File: src/rtl/decoder_scan_sequencer.sv
// rtl/decoder_scan_sequencer.sv - ascending row scanner driving a 3-to-8 decoder
//
// Purpose:
//   Walks the set bits of an 8-bit row mask in ascending order and drives the
//   decoder enable/select for each one. Each row gets BLANK_CYCLES cycles with
//   en low (sel already settled), followed by max(dwell,1) cycles with en high.
//   A start/busy/done handshake launches one pass and reports its end.
//
// Build option:
//   SCAN_CONTINUOUS_EN - when defined, a pass that ends while start is high
//   wraps straight into a new pass using a freshly latched row_mask/dwell.
//
// Ports:
//   clk        in   system clock, rising edge
//   reset      in   synchronous active-high reset
//   start      in   launch request, honoured only while idle
//   dwell      in   [DWELL_W] active cycles per row (0 behaves as 1), latched at start
//   row_mask   in   [8] rows to scan, latched at start
//   en         out  registered decoder enable
//   sel        out  [3] registered decoder row select
//   row_strobe out  pulse in the first active cycle of each row
//   busy       out  high while a pass is in progress
//   done       out  one-cycle end-of-pass pulse

module decoder_scan_sequencer #(
  parameter int DWELL_W      = 8,
  parameter int BLANK_CYCLES = 1
) (
  input  logic               clk,
  input  logic               reset,
  input  logic               start,
  input  logic [DWELL_W-1:0] dwell,
  input  logic [7:0]         row_mask,
  output logic               en,
  output logic [2:0]         sel,
  output logic               row_strobe,
  output logic               busy,
  output logic               done
);

  // Blank counter holds "cycles remaining after this one", so it only needs
  // to reach BLANK_CYCLES-1. Kept at least one bit wide for the zero case.
  localparam int BLANK_W = (BLANK_CYCLES > 1) ? $clog2(BLANK_CYCLES) : 1;
  localparam logic [BLANK_W-1:0] BLANK_LOAD =
    (BLANK_CYCLES > 0) ? BLANK_W'(BLANK_CYCLES - 1) : '0;

  typedef enum logic [1:0] {
    S_IDLE   = 2'd0,
    S_BLANK  = 2'd1,
    S_ACTIVE = 2'd2
  } state_t;

  state_t               state_q, state_d;
  logic [7:0]           mask_q, mask_d;
  logic [DWELL_W-1:0]   dwell_q, dwell_d;
  logic [DWELL_W-1:0]   dwell_cnt_q, dwell_cnt_d;
  logic [BLANK_W-1:0]   blank_cnt_q, blank_cnt_d;
  logic                 en_q, en_d;
  logic [2:0]           sel_q, sel_d;
  logic                 strobe_q, strobe_d;
  logic                 busy_q, busy_d;
  logic                 done_q, done_d;

  // Row-entry request shared by every path that starts a new row.
  logic                 begin_row;
  logic [DWELL_W-1:0]   begin_dwell;
  logic [3:0]           nxt;

  // Index of the lowest set bit (0 when the mask is empty).
  function automatic logic [2:0] lowest_row(input logic [7:0] m);
    logic [2:0] idx;
    idx = '0;
    for (int i = 7; i >= 0; i--) begin
      if (m[i]) idx = 3'(i);
    end
    return idx;
  endfunction

  // {found, index} of the lowest set bit strictly above cur. Never wraps.
  function automatic logic [3:0] next_row(input logic [7:0] m, input logic [2:0] cur);
    logic [3:0] r;
    r = '0;
    for (int i = 7; i >= 0; i--) begin
      if (m[i] && (3'(i) > cur)) r = {1'b1, 3'(i)};
    end
    return r;
  endfunction

  function automatic logic [DWELL_W-1:0] eff_dwell(input logic [DWELL_W-1:0] d);
    return (d == '0) ? DWELL_W'(1) : d;
  endfunction

  always_comb begin
    state_d     = state_q;
    mask_d      = mask_q;
    dwell_d     = dwell_q;
    dwell_cnt_d = dwell_cnt_q;
    blank_cnt_d = blank_cnt_q;
    en_d        = 1'b0;
    sel_d       = sel_q;
    strobe_d    = 1'b0;
    busy_d      = busy_q;
    done_d      = 1'b0;
    begin_row   = 1'b0;
    begin_dwell = dwell_q;
    nxt         = next_row(mask_q, sel_q);

    case (state_q)
      S_IDLE: begin
        busy_d = 1'b0;
        if (start) begin
          if (row_mask != 8'h00) begin
            mask_d      = row_mask;
            dwell_d     = dwell;
            sel_d       = lowest_row(row_mask);
            busy_d      = 1'b1;
            begin_row   = 1'b1;
            begin_dwell = dwell;
          end else begin
            // Empty pass: report completion immediately, never enable.
            done_d = 1'b1;
          end
        end
      end

      S_BLANK: begin
        if (blank_cnt_q == '0) begin
          state_d     = S_ACTIVE;
          en_d        = 1'b1;
          strobe_d    = 1'b1;
          dwell_cnt_d = eff_dwell(dwell_q);
        end else begin
          blank_cnt_d = blank_cnt_q - BLANK_W'(1);
        end
      end

      S_ACTIVE: begin
        en_d = 1'b1;
        // Counter is loaded with at least 1 and stops at 1; a stray 0 is
        // also treated as the last cycle so it can never wrap.
        if (dwell_cnt_q > DWELL_W'(1)) begin
          dwell_cnt_d = dwell_cnt_q - DWELL_W'(1);
        end else if (nxt[3]) begin
          sel_d       = nxt[2:0];
          en_d        = 1'b0;
          begin_row   = 1'b1;
          begin_dwell = dwell_q;
        end else begin
          en_d   = 1'b0;
          done_d = 1'b1;
`ifdef SCAN_CONTINUOUS_EN
          if (start && (row_mask != 8'h00)) begin
            mask_d      = row_mask;
            dwell_d     = dwell;
            sel_d       = lowest_row(row_mask);
            begin_row   = 1'b1;
            begin_dwell = dwell;
          end else begin
            state_d = S_IDLE;
            busy_d  = 1'b0;
          end
`else
          state_d = S_IDLE;
          busy_d  = 1'b0;
`endif
        end
      end

      default: begin
        state_d = S_IDLE;
        busy_d  = 1'b0;
      end
    endcase

    // Entering a row: either a blank phase with en low, or, with no blanking,
    // straight into the active phase (sel and en change together).
    if (begin_row) begin
      if (BLANK_CYCLES > 0) begin
        state_d     = S_BLANK;
        blank_cnt_d = BLANK_LOAD;
        en_d        = 1'b0;
      end else begin
        state_d     = S_ACTIVE;
        en_d        = 1'b1;
        strobe_d    = 1'b1;
        dwell_cnt_d = eff_dwell(begin_dwell);
      end
    end
  end

  always_ff @(posedge clk) begin
    if (reset) begin
      state_q     <= S_IDLE;
      mask_q      <= '0;
      dwell_q     <= '0;
      dwell_cnt_q <= '0;
      blank_cnt_q <= '0;
      en_q        <= 1'b0;
      sel_q       <= '0;
      strobe_q    <= 1'b0;
      busy_q      <= 1'b0;
      done_q      <= 1'b0;
    end else begin
      state_q     <= state_d;
      mask_q      <= mask_d;
      dwell_q     <= dwell_d;
      dwell_cnt_q <= dwell_cnt_d;
      blank_cnt_q <= blank_cnt_d;
      en_q        <= en_d;
      sel_q       <= sel_d;
      strobe_q    <= strobe_d;
      busy_q      <= busy_d;
      done_q      <= done_d;
    end
  end

  assign en         = en_q;
  assign sel        = sel_q;
  assign row_strobe = strobe_q;
  assign busy       = busy_q;
  assign done       = done_q;

endmodule

File: config.mk
export PLATFORM = sky130hd
export DESIGN_NAME = decoder_scan_sequencer
export DESIGN_NICKNAME = d
export VERILOG_FILES = /design/src/rtl/decoder_scan_sequencer.sv
export SDC_FILE = /design/constraint.sdc
export NUM_CORES = 1
export LEC_CHECK = 0
export ABC_AREA = 1
export BUFFER_PORTS_ARGS = -buffer_cell sky130_fd_sc_hd__buf_4
export CAP_MARGIN = 15
export CORE_UTILIZATION = 45
export DETAILED_ROUTE_END_ITERATION = 12
export PLACE_DENSITY = 0.65
export SYNTH_ARGS = -nofsm -noshare
export SYNTH_HDL_FRONTEND = slang
export SYNTH_SLANG_ARGS = --single-unit
File: constraint.sdc
create_clock -name clk -period 2.23 [get_ports clk]
set_input_delay 0.223 -clock clk [delete_from_list [all_inputs] [get_ports clk]]
set_output_delay 0.223 -clock clk [all_outputs]
set_load 0.01 [all_outputs]
==> impl_metrics.env <==
export IMPL_tightest_slew_ns=0.7509
export IMPL_diodes=0
export IMPL_maxCapViolations=0
export IMPL_place_inst=323
export IMPL_power_density_nw_per_um2=724.7
export IMPL_r2r_setup_slack_ns=0.53
export IMPL_antenna_left=0
export IMPL_fill_cells=390
export IMPL_synth_warnings=0
export IMPL_hold_viol_final=0
export IMPL_grt_max_degree=28
export IMPL_min_period_ns=1.702
export IMPL_overflow=0
export IMPL_wl_um=3821
export IMPL_end_kind="flip-flop"
export IMPL_grt_pass1_wl_um=6762
export IMPL_p_leak_nw=0.9469
export IMPL_final_cell_mix="nand2_1, nor2_1, dfxtp_1"
export IMPL_synth_area_um2=1826
export IMPL_syn_nets=279
export IMPL_max_freq_mhz=587.5
export IMPL_worst_setup_path_start_kind="flip-flop"
export IMPL_io_buffers=25
export IMPL_clock_latency_ns=0.28
export IMPL_syn_inst=255
export IMPL_ys_seq_area_share_pct=35.09
export IMPL_instances_no_fill=331
export IMPL_cts_resized_gates=0
export IMPL_cp_num_buf_inv=2
export IMPL_gp_congestion=0.8821
export IMPL_layout_setup_ws_ns=0.5280
export IMPL_seqCellArea_um2=640.6
export IMPL_drt_pass1_iterations=4
export IMPL_worst_setup_path_type="flip-flop to flip-flop"
export IMPL_dieWidth_um=65.69
export IMPL_path_clk_slew_ns=0.07
export IMPL_core_area_um2=3771
export IMPL_crit_path_max_fanout=16
export IMPL_vdd_drop_max_uv=423.8
export IMPL_required_ns=2.44
export IMPL_postCtsSetupBuffers=0
export IMPL_status="finished, final reports clean"
export IMPL_syn2layout_area_growth_pct=16.59
export IMPL_dp_hpwl_um=2898
export IMPL_synth_avg_cell_area_um2=7.159
export IMPL_cts_tree="done"
export IMPL_drc=0
export IMPL_ys_types=31
export IMPL_hold_path_class="input port to flip-flop"
export IMPL_final_max_slew_viol_count=0
export IMPL_crit_family="compound AO/OA/AOI/OAI gates"
export IMPL_ys_ff_latch=32
export IMPL_dp_slack_ns=0.5466
export IMPL_yosys_area_top_type="dfxtp_1"
export IMPL_max_stage_delay_ns=0.37
export IMPL_drt_iter0_markers=90
export IMPL_htree_levels=2
export IMPL_yosysTopAreaCellShare_pct=35.09
export IMPL_num_vias=1631
export IMPL_cts_sinks=32
export IMPL_mostFrequentLayoutCell="nand2_1"
export IMPL_total_power_w=0.001542
export IMPL_multi_input_area_um2=1005
export IMPL_antenna_found_initial=0
export IMPL_finClkSkew_ns=0.004696
export IMPL_tns_ns=0
export IMPL_clk_path_buf_depth=2
export IMPL_post_drt_wl_per_cell_um=11.54
export IMPL_path_cells="inv_1 -> ha_1 -> buf_4 -> o21ai_4 -> o21ai_2 -> o21ai_0 -> a31oi_1"
export IMPL_nNetsFinal=306
export IMPL_row_count=22
export IMPL_finalSetupViolCount=0
export IMPL_clockRootBuffer="clkbuf_8"
export IMPL_hold_worst_slack_ns=0.1358
export IMPL_final_period_utilization_pct=76.32
export IMPL_dieArea_um2=4315
export IMPL_crit_slowest_cell="ha_1"
export IMPL_start_util_pct=48.41
export IMPL_cp_arrival_ns=1.91
export IMPL_grt_pass1_vias=1496
export IMPL_grtUsageTotal_pct=20.91
export IMPL_cts_buffers=5
export IMPL_drive_above_1_share_pct=23.67
export IMPL_die_y_um=65.69
export IMPL_ys_top_cells_by_area="dfxtp_1, nand2_1, o21ai_0"
export IMPL_rsz0062_at_grt="no"
export IMPL_viasPerCell=4.927
export IMPL_postCtsHoldBufs=0
export IMPL_slew_headroom_pct=49.89
export IMPL_ioPinCount=26
[metrics by stage]
stage	util, %	area (um2)
4_1_cts	56.44	2128
3_3_place_gp	53.98	2036
2_1_floorplan	-	1826
6_report	56.44	2128
5_1_grt	56.44	2128
3_5_place_dp	53.98	2036
[synthesized netlist by cell type]
library cell	count
nand2_2	8
nand4_2	1
or2_0	1
a21oi_1	24
o21ai_0	26
buf_6	3
dfxtp_1	32
nor2_4	4
inv_2	6
clkbuf_1	2
nand4_1	3
o31ai_1	1
o21ai_1	5
nor2_1	32
xor2_1	4
a21oi_2	1
nand3_2	4
o211ai_1	1
ha_1	5
nand3_1	12
nand4_4	1
buf_4	2
inv_1	26
o22ai_1	2
a31oi_1	2
o21ai_2	3
o21ai_4	1
or2_2	2
nand3b_1	1
nand2_1	39
buf_1	1
[report_power, final]
| part | switching (W) | leakage [nW] | internal (W) | total, W |
|---|---|---|---|---|
| clock | 0.000212 | 0.0510 | 0.000246 | 0.000458 |
| sequential | 0.0000451 | 0.264 | 0.000629 | 0.000674 |
| combinational | 0.000244 | 0.632 | 0.000166 | 0.000410 |
[layout make-up]
type                            count  area share [%]
Sequential cell                    32           30.10
Inverter                           32           5.644
Timing Repair Buffer               28           9.877
Multi-Input combinational cell    183           47.21
Clock buffer                        6           3.880
Tap cell                           48           2.822
Clock inverter                      2          0.4703
[worst paths after layout]
| kind | start | end | cells past startpoint |
|---|---|---|---|
| min reg2reg | dwell_q[2]$_SDFFE_PP0P_ | dwell_q[2]$_SDFFE_PP0P_ | 2 |
| min | reset | sel[0]$_SDFFE_PP0P_ | 2 |
| max reg2reg | state_q[0]$_SDFFE_PP0P_ | dwell_cnt_q[1]$_SDFFE_PP0P_ | 7 |
| max | state_q[0]$_SDFFE_PP0P_ | dwell_cnt_q[1]$_SDFFE_PP0P_ | 7 |
[cells by family after synthesis]
group | after synthesis | synth area share [%]
simple gates | 108 | 29.61
compound gates | 66 | 20.08
buf+inv | 40 | 9.869
flops | 32 | 35.09
fa+ha+maj | 5 | 3.427
xor+xnor | 4 | 1.919
[registers in the layout, indices dropped and copies added, names as in the netlist]
register	flops
busy	1
en	1
dwell_q	8
dwell_cnt_q	8
done	1
row_strobe	1
sel	3
state_q	2
mask_q	7
[metal layers]
| layer | track usage (%) | routed length, um | vias to the layer above |
|---|---|---|---|
| met5 | 0 | 0 | - |
| met4 | 7.337 | 45 | 0 |
| met3 | 5.382 | 151 | 5 |
| met2 | 31.89 | 1668 | 34 |
| met1 | 28.15 | 1956 | 702 |
| li1 | - | - | 890 |
No activity file was read; power rests on OpenSTA's default activity.
